`src/rtl/apb_master_fsm.sv`:
```
// rtl/apb_master_fsm.sv - APB master FSM (IDLE/SETUP/ACCESS) for the AHB-to-APB bridge
// Optional ACCESS wait-state timeout is built when APB_TIMEOUT_EN is defined.
module apb_master_fsm #(
  parameter int APB_BUS_W   = 32,
  parameter int APB_ADDR_W  = 32,
  parameter int TIMEOUT_CYC = 16
) (
  input  logic                  clk,
  input  logic                  reset_n,
  input  logic                  req_valid,
  output logic                  req_ready,
  input  logic [APB_ADDR_W-1:0] req_addr,
  input  logic                  req_write,
  input  logic [APB_BUS_W-1:0]  req_wdata,
  output logic                  rsp_valid,
  output logic [APB_BUS_W-1:0]  rsp_rdata,
  output logic                  rsp_err,
  output logic [APB_ADDR_W-1:0] paddr,
  output logic                  pwrite,
  output logic [APB_BUS_W-1:0]  pwdata,
  output logic                  psel,
  output logic                  penable,
  input  logic [APB_BUS_W-1:0]  prdata,
  input  logic                  pready
);

  typedef enum logic [1:0] {IDLE, SETUP, ACCESS} state_t;

  state_t state;

  if (TIMEOUT_CYC < 1 || TIMEOUT_CYC > 255) begin : g_bad_timeout
    $error("TIMEOUT_CYC must be in 1..255");
  end

  assign req_ready = (state == IDLE);

`ifdef APB_TIMEOUT_EN
  // The abort fires on the edge where the count would reach the limit.
  localparam logic [7:0] WAIT_LAST = 8'(TIMEOUT_CYC - 1);
  logic [7:0] wait_cnt;
`else
  assign rsp_err = 1'b0;
`endif

  always_ff @(posedge clk or negedge reset_n) begin
    if (!reset_n) begin
      state     <= IDLE;
      paddr     <= '0;
      pwrite    <= 1'b0;
      pwdata    <= '0;
      psel      <= 1'b0;
      penable   <= 1'b0;
      rsp_valid <= 1'b0;
      rsp_rdata <= '0;
`ifdef APB_TIMEOUT_EN
      rsp_err   <= 1'b0;
      wait_cnt  <= '0;
`endif
    end else begin
      rsp_valid <= 1'b0;
`ifdef APB_TIMEOUT_EN
      rsp_err   <= 1'b0;
`endif
      case (state)
        IDLE: begin
          if (req_valid) begin
            paddr  <= req_addr;
            pwrite <= req_write;
            pwdata <= req_write ? req_wdata : '0;
            psel   <= 1'b1;
            state  <= SETUP;
          end
        end
        SETUP: begin
          penable <= 1'b1;
          state   <= ACCESS;
`ifdef APB_TIMEOUT_EN
          wait_cnt <= '0;
`endif
        end
        ACCESS: begin
          if (pready) begin
            rsp_valid <= 1'b1;
            rsp_rdata <= pwrite ? '0 : prdata;
            psel      <= 1'b0;
            penable   <= 1'b0;
            state     <= IDLE;
          end
`ifdef APB_TIMEOUT_EN
          else if (wait_cnt == WAIT_LAST) begin
            rsp_valid <= 1'b1;
            rsp_err   <= 1'b1;
            rsp_rdata <= '0;
            psel      <= 1'b0;
            penable   <= 1'b0;
            state     <= IDLE;
          end else begin
            wait_cnt <= wait_cnt + 8'd1;
          end
`endif
        end
        default: begin
          psel    <= 1'b0;
          penable <= 1'b0;
          state   <= IDLE;
        end
      endcase
    end
  end

endmodule

```
`config.mk`:
```
export PLATFORM = sky130hd
export DESIGN_NAME = apb_master_fsm
export DESIGN_NICKNAME = d
export VERILOG_FILES = /design/src/rtl/apb_master_fsm.sv
export SDC_FILE = /design/constraint.sdc
export NUM_CORES = 1
export LEC_CHECK = 0
export CAP_MARGIN = 20
export CORE_MARGIN = 1.5
export CORE_UTILIZATION = 44
export CTS_CLUSTER_SIZE = 14
export DETAILED_ROUTE_END_ITERATION = 10
export HOLD_SLACK_MARGIN = 0.08
export MAX_ROUTING_LAYER = met4
export PLACE_DENSITY_LB_ADDON = 0.3
export SYNTH_ARGS = -nofsm -noshare
export SYNTH_HDL_FRONTEND = slang
export SYNTH_SLANG_ARGS = --single-unit
```
`constraint.sdc`:
```
create_clock -name clk -period 3.6 [get_ports clk]
set_input_delay 0.72 -clock clk [delete_from_list [all_inputs] [get_ports clk]]
set_output_delay 0.72 -clock clk [all_outputs]
set_load 0.1 [all_outputs]
```
# == After elaboration in Yosys (flattened, before gate mapping) ==
# Cells that the tools add are included.
# totals
ramBits,0
n_memories,0
word_cells,31
mem_bits_ro,0
output_inout_bits,102
in_bits,101
latch_bits,0
reg_bits,102
# op_classes
n_div,0
n_bitwise,2
n_addsub,0
n_shift,0
n_reduce_logical,6
n_mul,0
muxes,11
eq_ne,4
magnitude_cmp,0
# ops
op,count
32-bit two-way mux,2
2-bit AND reduction,4
1-bit case mux with 3 select lines,2
2-bit case mux with 3 select lines,1
1-bit two-way mux,4
2-bit two-way mux,2
"2-bit != test, second input constant",2
3-bit AND reduction,1
"2-bit by 1-bit == test with 1-bit output, second input constant",1
"2-bit == test, second input constant",1
2-bit zero test,1
1-bit NOT,2

# == Logic depth before layout (Yosys ltp) ==
# logic_depth
ltp_word,3
depth_mapped,6
mapped_depth_nobuf,3

# == Least setup slack after synthesis ==
# OpenSTA, ideal clock, no wires.
# synth_timing
path_type,register to output
start,register state[1]
end,output req_ready
stages_incl_launch_ff,2
t_arrival_ps,1681
path_slack_ps,1199
n_path_buf,0
required_ps,2880
cell_sequence,dfrtp_1 -> nor2_1
# synth_via
elab_chain_cells,1
# synth_rtl
item,line,text
"start, declared",29,state_t state;
"start signal, assigned",47,state <= IDLE;
"start signal, assigned",71,state <= SETUP;
"start signal, assigned",76,state <= ACCESS;
2-bit zero test,35,assign req_ready = (state == IDLE);
"end, declared",11,"output logic req_ready,"
# No other way between the ends.

# == Worst setup path in the final report ==
# layout_timing
start,register psel
end,output psel
# layout_rtl
item,line,text
"start, declared",21,"output logic psel,"
"start signal, assigned",51,psel <= 1'b0;
"start signal, assigned",70,psel <= 1'b1;
"start signal, assigned",85,psel <= 1'b0;
# No word-level cell between the ends.

==> flow_metrics.py <==
metrics = {
    "drt": {
        "drt-wirelength-per-cell_um": 15.23,
        "route.detailed.vias_per_inst": 4.750,
        "route.final.wire_length_um": 10300,
        "wl_met2_um": 4920,
        "top_layer": "met4",
        "firstDrtPassIters": 4,
        "routed_wl_met3_um": 794,
        "drt_iter0_markers": 99,
        "num_vias": 3211,
        "ant_nets": 0,
        "drcViolationCount": 0,
        "wl_met1_um": 4421,
    },
    "logic_synthesis": {
        "post_synth_fa_ha_maj_area_fraction": 0,
        "syn_nets": 469,
        "netlist-cell-type-count": 16,
        "synth_top_family_by_area": "simple AND/OR/NAND/NOR gates",
        "synthArstFlopShare": 1.000,
        "yosysWarnings": 0,
        "synth-seq-area-share": 0.6139,
        "synth_top_cells_by_area": "dfrtp_1 (61%), mux2_4 (12%), nand2_1 (8.8%), o21ai_0 (8.1%), nand2b_1 (4.8%)",
        "synth_compound_area_frac": 0.08366,
        "postSynthAreaPerCell_um2": 11.30,
        "simple_logic_cell_fraction_of_the_synthesized_area": 0.1423,
        "dominantRegCellSynth": "dfrtp_1",
        "synth_mux_area_frac": 0.1192,
        "syn-cell-area_um2": 4158,
        "synth_enable_flop_cells": 0,
        "post_synth_inst_count": 368,
        "synth_xor_xnor_area_share": 0,
        "post-synth-top-area-cell": "dfrtp_1",
        "synth_top_cell_area_share": 0.6139,
        "postSynthRegisterBits": 102,
    },
    "clock_network": {
        "post_cts_hold_buffer_count": 0,
        "cts_sinks": 102,
        "cts_htree_levels": 3,
        "worstSkewPairLatency_ns": 0.34,
        "cts_tree": "done",
        "ctsResizeCount": 0,
        "clk_path_buf_depth": 2,
        "cts_made_buffers": 9,
        "cts.clk_slew.worst_paths_ns": 0.10,
        "post-cts-setup-buffer-count": 0,
        "clockRootBuffer": "clkbuf_8",
    },
    "sta": {
        "slew-limit-headroom": 0.3157,
        "finalCritPeriodShare": 0.7262,
        "worstMarginPinSlew_ns": 1.023,
        "setup_repair_after_global_routing_missed_its_margin": "false",
        "clock_skew_ns": 0.01255,
        "max_freq_mhz": 382.5,
        "period_needed_ns": 2.614,
        "setup_viol": 0,
        "hold_viol_final": 0,
        "fin_tns_setup_ns": 0,
        "worst_slack_ns": 0.9857,
        "slew_viol_final": 0,
    },
    "final_layout": {
        "post_route_cells_drive_above_1_share": 0.1044,
        "nets": 661,
        "final_common_cell": "clkdlybuf4s50_1",
        "syn_to_final_growth_pct": 54.80,
        "most-common-layout-cells": "clkdlybuf4s50_1 (198), dfrtp_1 (102), nand2_1 (98)",
        "diodes": 0,
        "final_area_um2": 6436,
        "num-fill-cells": 659,
    },
    "setup_path": {
        "worstPathArrival_ns": 1.89,
        "crit_required_ns": 2.88,
        "critical_path.endpoint_type": "output pin",
        "timing.critical_path.slowest_stage_cell": "clkdlybuf4s50_1",
        "cp-start-kind": "register",
        "crit_path_cell_trace": "clkdlybuf4s50_1",
        "worstSetupPathType": "reg2out",
        "maximum_fanout_along_the_worst_path": 3,
        "crit_path_max_incr_delay_ns": 1.16,
        "critPathBufInv": 1,
        "critical-path-top-delay-family": "buffers and inverters",
    },
    "global_routing": {
        "grt_pass1_wl_um": 16240,
        "initial_antenna_violation_count": 0,
        "first_global_vias": 3329,
        "grt_max_degree": 53,
        "grt_remaining_overflow": 0,
        "track_usage": 0.2156,
    },
    "floorplan": {
        "fp.dieH_um": 100.2,
        "ioPinCount": 203,
        "die_w_um": 100.2,
        "effective_utilization_at_floorplan": 0.4521,
        "floorplan.core_area_um2": 9196,
        "total_die_area_um2": 10040,
        "number_of_cell_rows": 35,
    },
    "placed_design": {
        "place.port_buffers": 201,
        "place.gp.congestion": 0.8193,
        "dpl.hpwl_um": 7484,
        "pre_cts_ws_ns": 0.8661,
        "placed_area_um2": 6218,
    },
    "outcome": {
        "run_status": "complete, no violations",
    },
    "flow_run": {
        "drv.max_cap_violation_count": 0,
    },
    "worst_hold_path": {
        "hold_class": "in2async",
    },
}
==> per-stage QoR <==
step | hold slack, ns | cells | util
3_3_place_gp | 0.4603 | 659 | 0.6740
4_1_cts | 0.4065 | 676 | 0.6999
3_5_place_dp | 0.4704 | 660 | 0.6762
5_1_grt | 0.4367 | 676 | 0.6999
2_1_floorplan | 0.4244 | 368 | -
6_report | 0.3971 | 676 | 0.6999
==> cell families (layout without fill, tap and decap cells) <==
kind of cell / after synthesis / after routing
other cells: 1 / 1
buf+inv: 29 / 226
mux: 33 / 33
compound gates: 69 / 69
flops: 102 / 102
simple gates: 134 / 134
==> metal layers <==
metal | up-vias | GRT usage
met5 | - | -
met4 | 0 | 0.07909
met3 | 14 | 0.04666
met2 | 141 | 0.3438
met1 | 1479 | 0.2725
li1 | 1577 | -
==> final cells by class <==
cell class	instances	area (um^2)	area share
inverters	3	11.26	0.001750
clock buffers	12	165.2	0.02566
repair buffers	207	2074	0.3223
clock inverters	4	52.55	0.008165
flip-flops and latches	102	2552	0.3966
well taps	111	138.9	0.02158
multi-input cells	237	1441	0.2239
==> path summary, 6_finish.rpt <==
path | slack, ns | start | cells after the start | to
min in group clk | 0.48 | rsp_rdata[6]$_DFFE_PN0P_ | 2 | rsp_rdata[6]$_DFFE_PN0P_
hold / removal | 0.40 | reset_n | 1 | paddr[9]$_DFFE_PN0P_
hold reg to reg | 0.48 | rsp_rdata[6]$_DFFE_PN0P_ | 2 | rsp_rdata[6]$_DFFE_PN0P_
setup reg to reg | 1.53 | state[0]$_DFFE_PN0P_ | 4 | rsp_rdata[29]$_DFFE_PN0P_
setup / recovery | 0.99 | psel$_DFFE_PN0P_ | 1 | psel
max in group asynchronous | 2.52 | reset_n | 2 | pwdata[25]$_DFFE_PN0P_
==> flip-flops by register name (all words and copies together), names as in the netlist <==
name / flops
pwrite: 1
rsp_valid: 1
psel: 1
paddr: 32
penable: 1
pwdata: 32
rsp_rdata: 32
state: 2
==> synth_stat cells (2+ instances only) <==
| library cell | number |
|---|---|
| dfrtp_1 | 102 |
| nand2b_1 | 32 |
| buf_6 | 7 |
| mux2_4 | 33 |
| o21ai_0 | 67 |
| inv_1 | 3 |
| nand2_1 | 98 |
| clkbuf_1 | 17 |
| nor2_1 | 2 |
Power is not shown: default switching activity piles up to over one toggle a cycle in this logic, so the estimate is an artifact.
